==> src/rtl/mux_select_slice.sv <==
// Registered 4:1 + independent 2:1 mux slice with active-low enables and true/complement outputs.
// Latency: one cycle, new inputs every cycle; there is no handshake and no backpressure.
module mux_select_slice #(
    parameter int WIDTH = 1
) (
    input  logic             i_clk,
    input  logic             i_rst,
    input  logic [WIDTH-1:0] i_d0,
    input  logic [WIDTH-1:0] i_d1,
    input  logic [WIDTH-1:0] i_d2,
    input  logic [WIDTH-1:0] i_d3,
    input  logic             i_s0,
    input  logic             i_s1,
    input  logic             i_enb,
    input  logic [WIDTH-1:0] i_a0,
    input  logic [WIDTH-1:0] i_a1,
    input  logic             i_s,
    input  logic             i_enb2,
    output logic [WIDTH-1:0] o_y4,
    output logic [WIDTH-1:0] o_w4,
    output logic [WIDTH-1:0] o_y2,
    output logic [WIDTH-1:0] o_w2,
    output logic             o_sb
);

    logic [WIDTH-1:0] w_y4_nxt;
    logic [WIDTH-1:0] w_y2_nxt;

    logic [WIDTH-1:0] r_y4;
    logic [WIDTH-1:0] r_w4;
    logic [WIDTH-1:0] r_y2;
    logic [WIDTH-1:0] r_w2;
    logic             r_sb;

    // Enable is resolved before the select decode; an unknown select yields X in simulation.
    always_comb begin
        w_y4_nxt = '0;
        if (!i_enb) begin
            case ({i_s1, i_s0})
                2'b00:   w_y4_nxt = i_d0;
                2'b01:   w_y4_nxt = i_d1;
                2'b10:   w_y4_nxt = i_d2;
                2'b11:   w_y4_nxt = i_d3;
                default: w_y4_nxt = 'x;
            endcase
        end
    end

    always_comb begin
        w_y2_nxt = '0;
        if (!i_enb2) begin
            case (i_s)
                1'b0:    w_y2_nxt = i_a0;
                1'b1:    w_y2_nxt = i_a1;
                default: w_y2_nxt = 'x;
            endcase
        end
    end

    // Complements load from the same next value as the true outputs so a pair can never disagree.
    always_ff @(posedge i_clk) begin
        if (i_rst) begin
            r_y4 <= '0;
            r_w4 <= '1;
            r_y2 <= '0;
            r_w2 <= '1;
            r_sb <= 1'b1;
        end else begin
            r_y4 <= w_y4_nxt;
            r_w4 <= ~w_y4_nxt;
            r_y2 <= w_y2_nxt;
            r_w2 <= ~w_y2_nxt;
            r_sb <= ~i_s;
        end
    end

    assign o_y4 = r_y4;
    assign o_w4 = r_w4;
    assign o_y2 = r_y2;
    assign o_w2 = r_w2;
    assign o_sb = r_sb;

endmodule

==> config.mk <==
export PLATFORM = sky130hd
export DESIGN_NAME = mux_select_slice
export DESIGN_NICKNAME = d
export VERILOG_FILES = /design/src/rtl/mux_select_slice.sv
export SDC_FILE = /design/constraint.sdc
export NUM_CORES = 1
export LEC_CHECK = 0
export BUFFER_PORTS_ARGS = -buffer_cell sky130_fd_sc_hd__buf_2
export CAP_MARGIN = 10
export CORE_AREA = 2 2 39 41
export CTS_CLUSTER_SIZE = 30
export DETAILED_ROUTE_END_ITERATION = 7
export DIE_AREA = 0 0 41 43
export PLACE_DENSITY = 0.42
export SLEW_MARGIN = 20
export SYNTH_ARGS = -nofsm -noshare
export SYNTH_HDL_FRONTEND = slang
export SYNTH_SLANG_ARGS = --single-unit
==> constraint.sdc <==
create_clock -name i_clk -period 1.5 [get_ports i_clk]
set_input_delay 0.075 -clock i_clk [delete_from_list [all_inputs] [get_ports i_clk]]
set_output_delay 0.075 -clock i_clk [all_outputs]
set_load 0.02 [all_outputs]
**Word-level counts from Yosys, hierarchy flattened**

Index checks and enable logic that the tools add are counted.

- ROM bits: 0
- Bits in latches: 0
- Logic and storage cells: 16
- Input bits: 13
- Register bits: 5
- Memories: 0
- Bits in writable memories: 0

- Shift-type cells: 0
- Bitwise logic cells: 3
- Div/mod/pow operators: 0
- $mul: 0
- Equal/unequal tests: 3
- $add $sub $neg: 0
- $lt $le $gt $ge: 0
- Muxes and demuxes: 4
- Reductions and logical operators: 1

Operators with widths:

| cell | count |
|---|---|
| $eq 2x2->1 const B | 2 |
| $pmux 1 s4 | 1 |
| $not 1->1 | 3 |
| $eq 2x1->1 const B | 1 |
| $logic_not 2->1 | 1 |
| $mux 1 | 2 |
| $pmux 1 s2 | 1 |

**Depth between registers and ports, before layout**

- Depth in word-level cells: 4
- Gate-level depth with buffers: 2

**Worst setup path after synthesis**

No wires, ideal clock.

- Path type: input-to-reg
- From: input i_s1
- To: register r_y4 (netlist: o_y4)
- Arrival time: 705 ps
- Setup slack: 680 ps
- Stages on the path: 2
- Cells stage by stage: mux4_2 and2_1

- Word-level cells in the longest chain between the ends: 3
- Elaborated cells between the ends (all ways): 6
- Those cells by class: eq/ne: 3; mux: 2; reduce/logical: 1

RTL lines:

| what | line | text |
|---|---|---|
| start: declaration | 13 | `input logic i_s1,` |
| $eq 2x2->1 (tied with other cells) | 39 | `case ({i_s1, i_s0})` |
| $pmux 1 s4 (*) | 39 |  |
| $mux 1 (*) | 38 | `if (!i_enb) begin` |
| end signal: assignment | 69 | `r_y4 <= w_y4_nxt;` |
| end: declaration | 29 | `logic [WIDTH-1:0] r_y4;` |

Every way passes the cells marked *; elsewhere a longest branch is shown, timed or not.
A chain may end at the register's enable or synchronous reset.

**Worst setup path after layout**

- From: register r_w4 (netlist: o_w4)
- To: output o_w4

RTL lines:

| what | line | text |
|---|---|---|
| start: declaration | 30 | `logic [WIDTH-1:0] r_w4;` |
| start signal: assignment | 70 | `r_w4 <= ~w_y4_nxt;` |
| end: declaration | 20 | `output logic [WIDTH-1:0] o_w4,` |

No word-level cell between the ends.

==> impl_metrics.ini <==
[cts]
cts_root_buffer = clkbuf_4
cts_tree = yes
cts_resized = 0
clock_sinks = 5
clkTransAtPathRegs_ns = 0.04
clockBufferDepth = 2
holdBufCountCts = 0
cts_setup_buffers = 0
numCtsBuffers = 3
h-tree-depth = 1

[grt]
grt-ovfl-total = 0
grt_pass1_vias = 172
grt_usage_pct = 5.95
antenna_found_initial = 0
grt_pass1_wl_um = 614
grt_max_degree = 5

[timing]
fin_crit_sh_pct = 51.6
final.setup.tns_ns = 0
clock.fmax_mhz = 1290
finalHoldViolCount = 0
rsz0062_at_grt = false
max_slew_margin_pct = 89.0
setup_viol = 0
tightest_slew_ns = 0.160
slew_violations = 0
layout_min_cycle_time_ns = 0.775

[setup_path]
arrival_ns = 0.70
critPathKind = reg2out
cpPeakStageDelay_ns = 0.30
path_delay_family = flip-flops
critPathCaptureType = output pin
crit_buf_inv = 1
crit_path_start_kind = flop
crit_chain = buf_2
critical_path_required_ns = 1.42
slowest_stage = dfxtp_1
crit_path_max_fanout = 1

[yosys]
synth-seq-cells = 5
syn-num-nets = 26
netlist_area_sq_um = 164
netlist_instances = 13
yosysSeqAreaShare_pct = 61.1
avgSynthCellArea_sq_um = 12.6
yosysWarnings = 0
synthDistinctLibCells = 9

[power]
vdd_drop_max_mv = 0.271
switching_share_pct = 21.9
power_frac_comb_pct = 13.3
p_seq_share_pct = 41.9
power_switching_uw = 74.0
p_leak_nw = 0.145
power_density_nw_per_um2 = 1150
p_clk_share_pct = 44.9
internal_power_uw = 264

[die]
ioPinCount = 18
initial_core_util_pct = 11.8
die-area_sq_um = 1760
fp.coreArea_sq_um = 1380
dieHeight_um = 43
die_w_um = 41
rows = 14

[final_layout]
final_cells = 50
multi_input_area_sq_um = 63.8
drive_above_1_share_pct = 61.8
register_area_sq_um = 100
nFillCells = 159
syn2layout_area_growth_pct = 80.2
layout.nets = 48
antenna_cells = 0

[min_path]
hold-path-endpoint = o_y2
hold_depth = 2
hp-class = in2reg
min-delay-start = i_enb2

[drt]
ant_nets = 0
first_iter_violations = 2
avgViaCountPerCell = 3.44
drt-wirelength-per-cell_um = 8.56
wl_um = 428
first_pass_iters = 2
drc = 0
vias = 172

[placement]
place_congestion = 0.638
dp.cells = 46
io_buffer_count = 17

[status]
status = finished clean

[job]
cap_violations = 0
[registers in the layout (all words and copies together) (netlist names)]
name,flops
o_w4,1
o_y4,1
o_w2,1
o_sb,1
o_y2,1
[layout by cell type (no fill, tap or decap)]
cell type	n
and2_1	1
buf_2	17
clkbuf_1	1
clkbuf_4	3
dfxtp_1	5
mux2i_1	1
mux4_2	1
nand2_1	1
nand2b_1	1
nor2_1	1
nor3_1	1
or3_1	1
[layer usage]
layer / GRT usage [%] / part of all wire (%)
met5: 0 / 0
met4: 6.00 / 0
met3: 5.76 / 25
met2: 6.25 / 33
met1: 6.19 / 43
[how the worst max path moves through the flow]
stage | startpoint | end | slack [ns] | depth (start not counted)
after floorplan | i_s1 | o_y4 | 0.68 | 2
final | o_w4 | o_w4 | 0.73 | 1
after global routing | o_w4 | o_w4 | 0.69 | 1
after global placement | i_s1 | o_y4 | 0.57 | 3
after CTS | o_w4 | o_w4 | 0.71 | 1
after detailed placement | i_s1 | o_y4 | 0.56 | 3
[cells in the mapped netlist]
cell type,instances,share of area (%)
and2_1,1,3.8
dfxtp_1,5,61
mux2i_1,1,6.1
mux4_2,1,14
nand2_1,1,2.3
nand2b_1,1,3.8
nor2_1,1,2.3
nor3_1,1,3.1
or3_1,1,3.8
[final cells by class]
class	instances	area share, %
timing repair buffer	17	28.8
sequential	5	33.9
clock buffer	4	8.90
tap	16	6.78
multi-input combinational	8	21.6
[kinds of logic after synthesis]
group,Yosys count,share of synthesized area (%)
AND/OR/NAND/NOR,6,19.1
multiplexers,2,19.8
flip-flops,5,61.1
[power groups by stage]
stage	registers (mW)	logic, mW	clock network [mW]
after floorplan	0.153	0.0113	0
after detailed placement	0.144	0.0456	0
after CTS	0.142	0.0457	0.161
after global routing	0.142	0.0492	0.172
final	0.142	0.0449	0.152
after global placement	0.144	0.0452	0
[metrics by stage]
stage                     worst slack (ns)  power [mW]  util (%)  hold WS (ns)  instance area (sq um)
final                                0.725       0.338      21.3        0.0209                    295
after global routing                 0.688       0.363      21.3        0.0171                    295
after CTS                            0.712       0.349      21.3        0.0105                    295
after detailed placement             0.560       0.189      19.4         0.267                    269
after global placement               0.573       0.189      19.4         0.259                    269
after floorplan                      0.680       0.164         -         0.148                    164
No activity file was read; power rests on OpenSTA's default activity.
